$ cat src/rtl/sbox_rnd_sched_pkg.sv
// sbox_rnd_sched_pkg: widths and set layout shared by the randomness scheduler files.
//   D         number of shares
//   HPC2_RND  fresh bits per HPC2 gadget = D*(D-1)/2
//   RND_Bk    width of randomness bus k
//   RND_TOT   width of one full randomness set
//   rnd_set_t one set, packed {b3,b2,b1,b0} with b0 in the LSBs
package sbox_rnd_sched_pkg;
   localparam int D        = 2;
   localparam int HPC2_RND = D * (D - 1) / 2;
   localparam int RND_B0   = 9 * HPC2_RND;
   localparam int RND_B1   = 3 * HPC2_RND;
   localparam int RND_B2   = 4 * HPC2_RND;
   localparam int RND_B3   = 18 * HPC2_RND;
   localparam int RND_TOT  = RND_B0 + RND_B1 + RND_B2 + RND_B3;
   localparam int SB_LAT   = 4;
   typedef struct packed {
      logic [RND_B3-1:0] b3;
      logic [RND_B2-1:0] b2;
      logic [RND_B1-1:0] b1;
      logic [RND_B0-1:0] b0;
   } rnd_set_t;
endpackage

$ cat src/rtl/sbox_rnd_sched_if.sv
// sbox_rnd_sched_if: PRNG stream, S-box start and per-stage randomness buses.
//   in_rnd_valid/in_rnd_ready/in_rnd_data  PRNG valid/ready stream, one full set per beat
//   sb_start                               S-box consumes stage-0 inputs this cycle
//   rnd_avail                              at least one set buffered
//   rnd_bus0w..rnd_bus3w                   stage 0..3 randomness
//   err_underrun                           sticky start-without-randomness flag
//   master: PRNG/controller side, slave: scheduler side
interface sbox_rnd_sched_if;
   import sbox_rnd_sched_pkg::*;
   logic              in_rnd_valid;
   logic              in_rnd_ready;
   rnd_set_t          in_rnd_data;
   logic              sb_start;
   logic              rnd_avail;
   logic [RND_B0-1:0] rnd_bus0w;
   logic [RND_B1-1:0] rnd_bus1w;
   logic [RND_B2-1:0] rnd_bus2w;
   logic [RND_B3-1:0] rnd_bus3w;
   logic              err_underrun;
   modport master (
      output in_rnd_valid, in_rnd_data, sb_start,
      input  in_rnd_ready, rnd_avail, rnd_bus0w, rnd_bus1w, rnd_bus2w, rnd_bus3w, err_underrun
   );
   modport slave (
      input  in_rnd_valid, in_rnd_data, sb_start,
      output in_rnd_ready, rnd_avail, rnd_bus0w, rnd_bus1w, rnd_bus2w, rnd_bus3w, err_underrun
   );
endinterface

$ cat src/rtl/sbox_rnd_sched_fifo.sv
// rnd_fifo: register-based FIFO with occupancy count and combinational head output.
//   clk      clock
//   rst_n    asynchronous active-low reset, empties FIFO and clears storage
//   i_push   write i_data (caller guarantees not full unless popping)
//   i_pop    drop head (caller guarantees not empty)
//   i_data   write data
//   o_head   current head entry, no output register
//   o_count  number of stored entries
module rnd_fifo #(
   parameter int W     = 8,
   parameter int DEPTH = 2
) (
   input  logic                           clk,
   input  logic                           rst_n,
   input  logic                           i_push,
   input  logic                           i_pop,
   input  logic [W-1:0]                   i_data,
   output logic [W-1:0]                   o_head,
   output logic [$clog2(DEPTH+1)-1:0]     o_count
);
   localparam int AW = $clog2(DEPTH);
   localparam int CW = $clog2(DEPTH + 1);
   logic [W-1:0]  r_mem [DEPTH];
   logic [AW-1:0] r_wptr;
   logic [AW-1:0] r_rptr;
   logic [CW-1:0] r_count;
   // Storage is cleared too so the head reads zero after reset.
   always_ff @(posedge clk or negedge rst_n) begin
      if (!rst_n) begin
         for (int i = 0; i < DEPTH; i++) r_mem[i] <= '0;
         r_wptr  <= '0;
         r_rptr  <= '0;
         r_count <= '0;
      end else begin
         if (i_push) begin
            r_mem[r_wptr] <= i_data;
            r_wptr        <= r_wptr + 1'b1;
         end
         if (i_pop) r_rptr <= r_rptr + 1'b1;
         r_count <= r_count + CW'(i_push) - CW'(i_pop);
      end
   end
   assign o_head  = r_mem[r_rptr];
   assign o_count = r_count;
endmodule

$ cat src/rtl/sbox_rnd_sched.sv
// sbox_rnd_sched: buffers PRNG randomness sets and presents each bus in the S-box stage that consumes it.
//   clk    clock, rising edge
//   rst_n  asynchronous active-low reset
//   bus    slave side of sbox_rnd_sched_if (PRNG stream, sb_start, rnd_avail, rnd_bus0w..3w, err_underrun)
//   FIFO_D number of buffered sets (power of 2, >=2)
module sbox_rnd_sched
   import sbox_rnd_sched_pkg::*;
#(
   parameter int FIFO_D = 2
) (
   input logic             clk,
   input logic             rst_n,
   sbox_rnd_sched_if.slave bus
);
   localparam int CW = $clog2(FIFO_D + 1);
   rnd_set_t          w_head;
   logic [CW-1:0]     w_count;
   logic              w_avail;
   logic              w_pop;
   logic              w_push;
   logic [RND_B1-1:0] r_s1_b1;
   logic [RND_B2-1:0] r_s1_b2;
   logic [RND_B3-1:0] r_s1_b3;
   logic [RND_B2-1:0] r_s2_b2;
   logic [RND_B3-1:0] r_s2_b3;
   logic [RND_B3-1:0] r_s3_b3;
   logic              r_v1;
   logic              r_v2;
   logic              r_err;
   assign w_avail          = w_count != '0;
   assign w_pop            = bus.sb_start & w_avail;
   // A pop frees a slot this cycle, so a full FIFO can still accept.
   assign bus.in_rnd_ready = (w_count < CW'(FIFO_D)) | w_pop;
   assign w_push           = bus.in_rnd_valid & bus.in_rnd_ready;
   rnd_fifo #(.W(RND_TOT), .DEPTH(FIFO_D)) u_fifo (
      .clk     (clk),
      .rst_n   (rst_n),
      .i_push  (w_push),
      .i_pop   (w_pop),
      .i_data  (bus.in_rnd_data),
      .o_head  (w_head),
      .o_count (w_count)
   );
   // Stages shift only when the previous stage holds a fresh op, so idle
   // cycles leave the buses untouched. An underrun pushes an all-zero op.
   always_ff @(posedge clk or negedge rst_n) begin
      if (!rst_n) begin
         r_s1_b1 <= '0;
         r_s1_b2 <= '0;
         r_s1_b3 <= '0;
         r_s2_b2 <= '0;
         r_s2_b3 <= '0;
         r_s3_b3 <= '0;
         r_v1    <= 1'b0;
         r_v2    <= 1'b0;
         r_err   <= 1'b0;
      end else begin
         if (bus.sb_start) begin
            r_s1_b1 <= w_avail ? w_head.b1 : '0;
            r_s1_b2 <= w_avail ? w_head.b2 : '0;
            r_s1_b3 <= w_avail ? w_head.b3 : '0;
         end
         if (r_v1) begin
            r_s2_b2 <= r_s1_b2;
            r_s2_b3 <= r_s1_b3;
         end
         if (r_v2) r_s3_b3 <= r_s2_b3;
         r_v1 <= bus.sb_start;
         r_v2 <= r_v1;
         if (bus.sb_start & !w_avail) r_err <= 1'b1;
      end
   end
   assign bus.rnd_avail    = w_avail;
   assign bus.rnd_bus0w    = w_head.b0;
   assign bus.rnd_bus1w    = r_s1_b1;
   assign bus.rnd_bus2w    = r_s2_b2;
   assign bus.rnd_bus3w    = r_s3_b3;
   assign bus.err_underrun = r_err;
endmodule

$ cat src/flat_wrapper.sv
// flat-port wrapper written by rule: the top's interface ports become plain ports
module sbox_rnd_sched_flat import sbox_rnd_sched_pkg::*;
#(
   parameter int FIFO_D = 2
)
  (clk, rst_n, bus_in_rnd_valid, bus_in_rnd_data, bus_sb_start, bus_in_rnd_ready, bus_rnd_avail, bus_rnd_bus0w, bus_rnd_bus1w, bus_rnd_bus2w, bus_rnd_bus3w, bus_err_underrun);
  sbox_rnd_sched_if bus_i ();
  input logic clk;
  input logic rst_n;
  input wire logic [$bits(bus_i.in_rnd_valid)-1:0] bus_in_rnd_valid;
  input wire logic [$bits(bus_i.in_rnd_data)-1:0] bus_in_rnd_data;
  input wire logic [$bits(bus_i.sb_start)-1:0] bus_sb_start;
  output wire logic [$bits(bus_i.in_rnd_ready)-1:0] bus_in_rnd_ready;
  output wire logic [$bits(bus_i.rnd_avail)-1:0] bus_rnd_avail;
  output wire logic [$bits(bus_i.rnd_bus0w)-1:0] bus_rnd_bus0w;
  output wire logic [$bits(bus_i.rnd_bus1w)-1:0] bus_rnd_bus1w;
  output wire logic [$bits(bus_i.rnd_bus2w)-1:0] bus_rnd_bus2w;
  output wire logic [$bits(bus_i.rnd_bus3w)-1:0] bus_rnd_bus3w;
  output wire logic [$bits(bus_i.err_underrun)-1:0] bus_err_underrun;
  assign bus_i.in_rnd_valid = bus_in_rnd_valid;
  assign bus_i.in_rnd_data = bus_in_rnd_data;
  assign bus_i.sb_start = bus_sb_start;
  assign bus_in_rnd_ready = bus_i.in_rnd_ready;
  assign bus_rnd_avail = bus_i.rnd_avail;
  assign bus_rnd_bus0w = bus_i.rnd_bus0w;
  assign bus_rnd_bus1w = bus_i.rnd_bus1w;
  assign bus_rnd_bus2w = bus_i.rnd_bus2w;
  assign bus_rnd_bus3w = bus_i.rnd_bus3w;
  assign bus_err_underrun = bus_i.err_underrun;
  sbox_rnd_sched #(.FIFO_D(FIFO_D)) u_core (.clk(clk), .rst_n(rst_n), .bus(bus_i));
endmodule
$ cat config.mk
export PLATFORM = sky130hd
export DESIGN_NAME = sbox_rnd_sched_flat
export DESIGN_NICKNAME = d
export VERILOG_FILES = /design/src/rtl/sbox_rnd_sched_pkg.sv /design/src/rtl/sbox_rnd_sched_if.sv /design/src/rtl/sbox_rnd_sched_fifo.sv /design/src/rtl/sbox_rnd_sched.sv /design/src/flat_wrapper.sv
export SDC_FILE = /design/constraint.sdc
export NUM_CORES = 1
export LEC_CHECK = 0
export CORE_ASPECT_RATIO = 0.7
export CORE_MARGIN = 2
export CORE_UTILIZATION = 23
export CTS_CLUSTER_DIAMETER = 100
export DETAILED_ROUTE_END_ITERATION = 7
export PLACE_DENSITY = 0.38
export SLEW_MARGIN = 0
export SYNTH_ARGS = -nofsm -noshare
export SYNTH_HDL_FRONTEND = slang
export SYNTH_SLANG_ARGS = --single-unit
$ cat constraint.sdc
create_clock -name clk -period 2.4 [get_ports clk]
set_clock_uncertainty 0.1 [all_clocks]
set_input_delay 0.6 -clock clk [delete_from_list [all_inputs] [get_ports clk]]
set_output_delay 0.6 -clock clk [all_outputs]
set_load 0.05 [all_outputs]
==> flow_summary.toml <==
[outcome]
status = "finished clean"

[sta]
hold_slack_ns = 0.0188
fin_crit_ns = 2.33
max_slew_margin = 0.652
setup_viol = 0
worstMarginPinSlew_ns = 0.522
slew_violations = 0
fmax_ghz = 0.430
finalHoldViolCount = 0
setup_slack_ns = 0.0738
fin_tns_setup_ns = 0
rsz0062_at_grt = "no"
fin_crit_sh = 0.969

[global_route]
met3_usage = 0.0301
grt_use_met1 = 0.141
grt_pass1_wl_um = 20800
grt_pass1_vias = 3576
grt_max_degree = 52
grtUsageMet2 = 0.156
overflow = 0
grt_use_total = 0.104
grt.busiest_layer = "met2"
antenna_found_initial = 0

[worst_setup_path]
worstSetupStartpointType = "register"
slowest_delay_ns = 0.83
cp.arrival_ns = 1.63
critical-path-top-delay-family = "buffers and inverters"
worst-path-buf-inv = 1
crit_fanout = 2
path_class = "register to output port"
worst-endpoint-required_ns = 1.70
cp-end-kind = "output port"
slowest_stage = "clkdlybuf4s50_1"
path_cells = "clkdlybuf4s50_1"

[logic_synthesis]
yosysUniqueCellTypes = 22
yosysWarnings = 0
synth-seq-cells = 140
syn_nets = 409
synthCells = 371
synthesis.area_um2 = 5810
syn-mean-instance-area_um2 = 15.7
yosysSeqAreaShare = 0.603

[layout]
syn_to_final_growth_pct = 30.7
drive_above_1_share = 0.387
design_area_um2 = 7590
diodes = 0
nNetsFinal = 501
instances_no_fill = 801

[placed_design]
dp_hpwl_um = 8650
dpl_cell_area_um2 = 6990
port_buffers = 74
gp_congestion = 0.698
pre_cts_ws_ns = 0.0955
placedCellCount = 769

[clocking]
cts_resized = 0
ctsHtreeMaxLevel = 4
clk_latency_ns = 0.41
cts_tree = "yes"
holdBufCountCts = 0
clk_pin_slew_ns = 0.06
post-cts-setup-buffers = 0
cts_buffers = 17
clockBufferDepth = 2
root_buffer = "clkbuf_16"
cts.sinks = 140

[flow_run]
cap_violations = 0

[floorplanning]
std_cell_rows = 48
io_pins = 75
die_y_um = 137
fp.coreArea_um2 = 24700
start_util = 0.235
die_area_um2 = 26600
die_w_um = 194

[detailed_routing]
vias = 3218
wl_per_cell_um = 16.1
antenna_left = 0
wirelength_um = 12900
drt-vias-per-instance = 4.02
drc = 0
firstDrtPassIters = 4
drt_iter0_markers = 81

[power_and_ir_drop]
p_per_area_nw_per_um2 = 1490
leakagePower_nw = 3.40
ir_drop_mv = 0.822

[hold_path]
hp-class = "primary input to asynchronous set/reset pin"
-- final cells by class --
type | count | area [um^2]
Fill cell | 2500 | 17100
Multi-Input combinational cell | 184 | 2060
Inverter | 26 | 97.6
Tap cell | 325 | 407
Clock buffer | 19 | 433
Timing Repair Buffer | 94 | 922
Clock inverter | 13 | 168
Sequential cell | 140 | 3500
-- cell usage after synthesis, drive strengths merged --
cell type	n	area (um^2)
xnor2	2	17.5
nand2b	2	15.0
a21oi	1	5.00
nor2b	1	6.26
nand2	2	7.51
o21ai	2	10.0
nor3b	1	7.51
and3b	1	8.76
and3	1	6.26
mux2i	26	260
clkbuf	3	11.3
a21o	1	7.51
nor2	1	3.75
inv	26	97.6
mux2	117	1540
o22ai	26	163
buf	18	138
dfrtp	140	3500
-- per-layer routing --
layer,wire length [um],up-vias
li1,-,1490
met1,6470,1657
met2,5700,59
met3,545,12
met4,164,0
met5,0,-
-- logic make-up (layout without fill, tap and decap cells) --
logic type             Yosys count  count (layout)  synth area share
XOR/XNOR                         2               2           0.00302
buffers and inverters           47             152            0.0424
flip-flops                     140             140             0.603
AND/OR/NAND/NOR                  9               9           0.00948
AO/OA/AOI/OAI                   30              30            0.0319
multiplexers                   143             143             0.310
-- layout by cell type (no fill, tap or decap), drive strengths merged --
cell type	Yosys	final
a21o	1	1
a21oi	1	1
and3	1	1
and3b	1	1
buf	18	33
bufinv	0	3
clkbuf	3	19
clkdlybuf4s50	0	61
clkinv	0	6
clkinvlp	0	2
dfrtp	140	140
inv	26	28
mux2	117	117
mux2i	26	26
nand2	2	2
nand2b	2	2
nor2	1	1
nor2b	1	1
nor3b	1	1
o21ai	2	2
o22ai	26	26
xnor2	2	2
-- sequential cells by signal, indices dropped and copies added (netlist names) --
name                     count
u_core.u_fifo.r_mem         68
u_core.r_v2                  1
u_core.u_fifo.r_wptr         1
u_core.r_s1_b3              18
u_core.r_s2_b3              18
u_core.r_s1_b2               4
u_core.bus.rnd_bus2w         4
u_core.bus.rnd_bus1w         3
u_core.u_fifo.o_count        2
u_core.u_fifo.r_rptr         1
u_core.r_v1                  1
u_core.bus.rnd_bus3w        18
u_core.bus.err_underrun      1
-- per-stage QoR --
stage               total power [mW]   util
floorplan                       7.41      -
global placement                8.69  0.283
detailed placement              8.77  0.283
CTS                             11.5  0.307
global route                    12.0  0.307
finish                          11.3  0.307
-- path summary, 6_finish.rpt --
check	startpoint	to	slack, ns	cells after the start
max	u_core.bus.rnd_bus2w[1]	bus_rnd_bus2w[1]	0.07	1
min	rst_n	u_core.u_fifo.r_mem[12]	0.02	1
max reg2reg	u_core.u_fifo.o_count[1]	u_core.u_fifo.r_mem[35]	0.74	4
min reg2reg	u_core.bus.err_underrun	u_core.bus.err_underrun	0.39	1
max in group asynchronous	rst_n	u_core.u_fifo.r_mem[16]	1.54	2
min in group clk	u_core.bus.err_underrun	u_core.bus.err_underrun	0.39	1
-- power breakdown --
part           switching, mW  internal (mW)
logic                   2.27           2.22
registers              0.666           3.50
clock network           1.03           1.64
(Power assumes the default switching activity.)
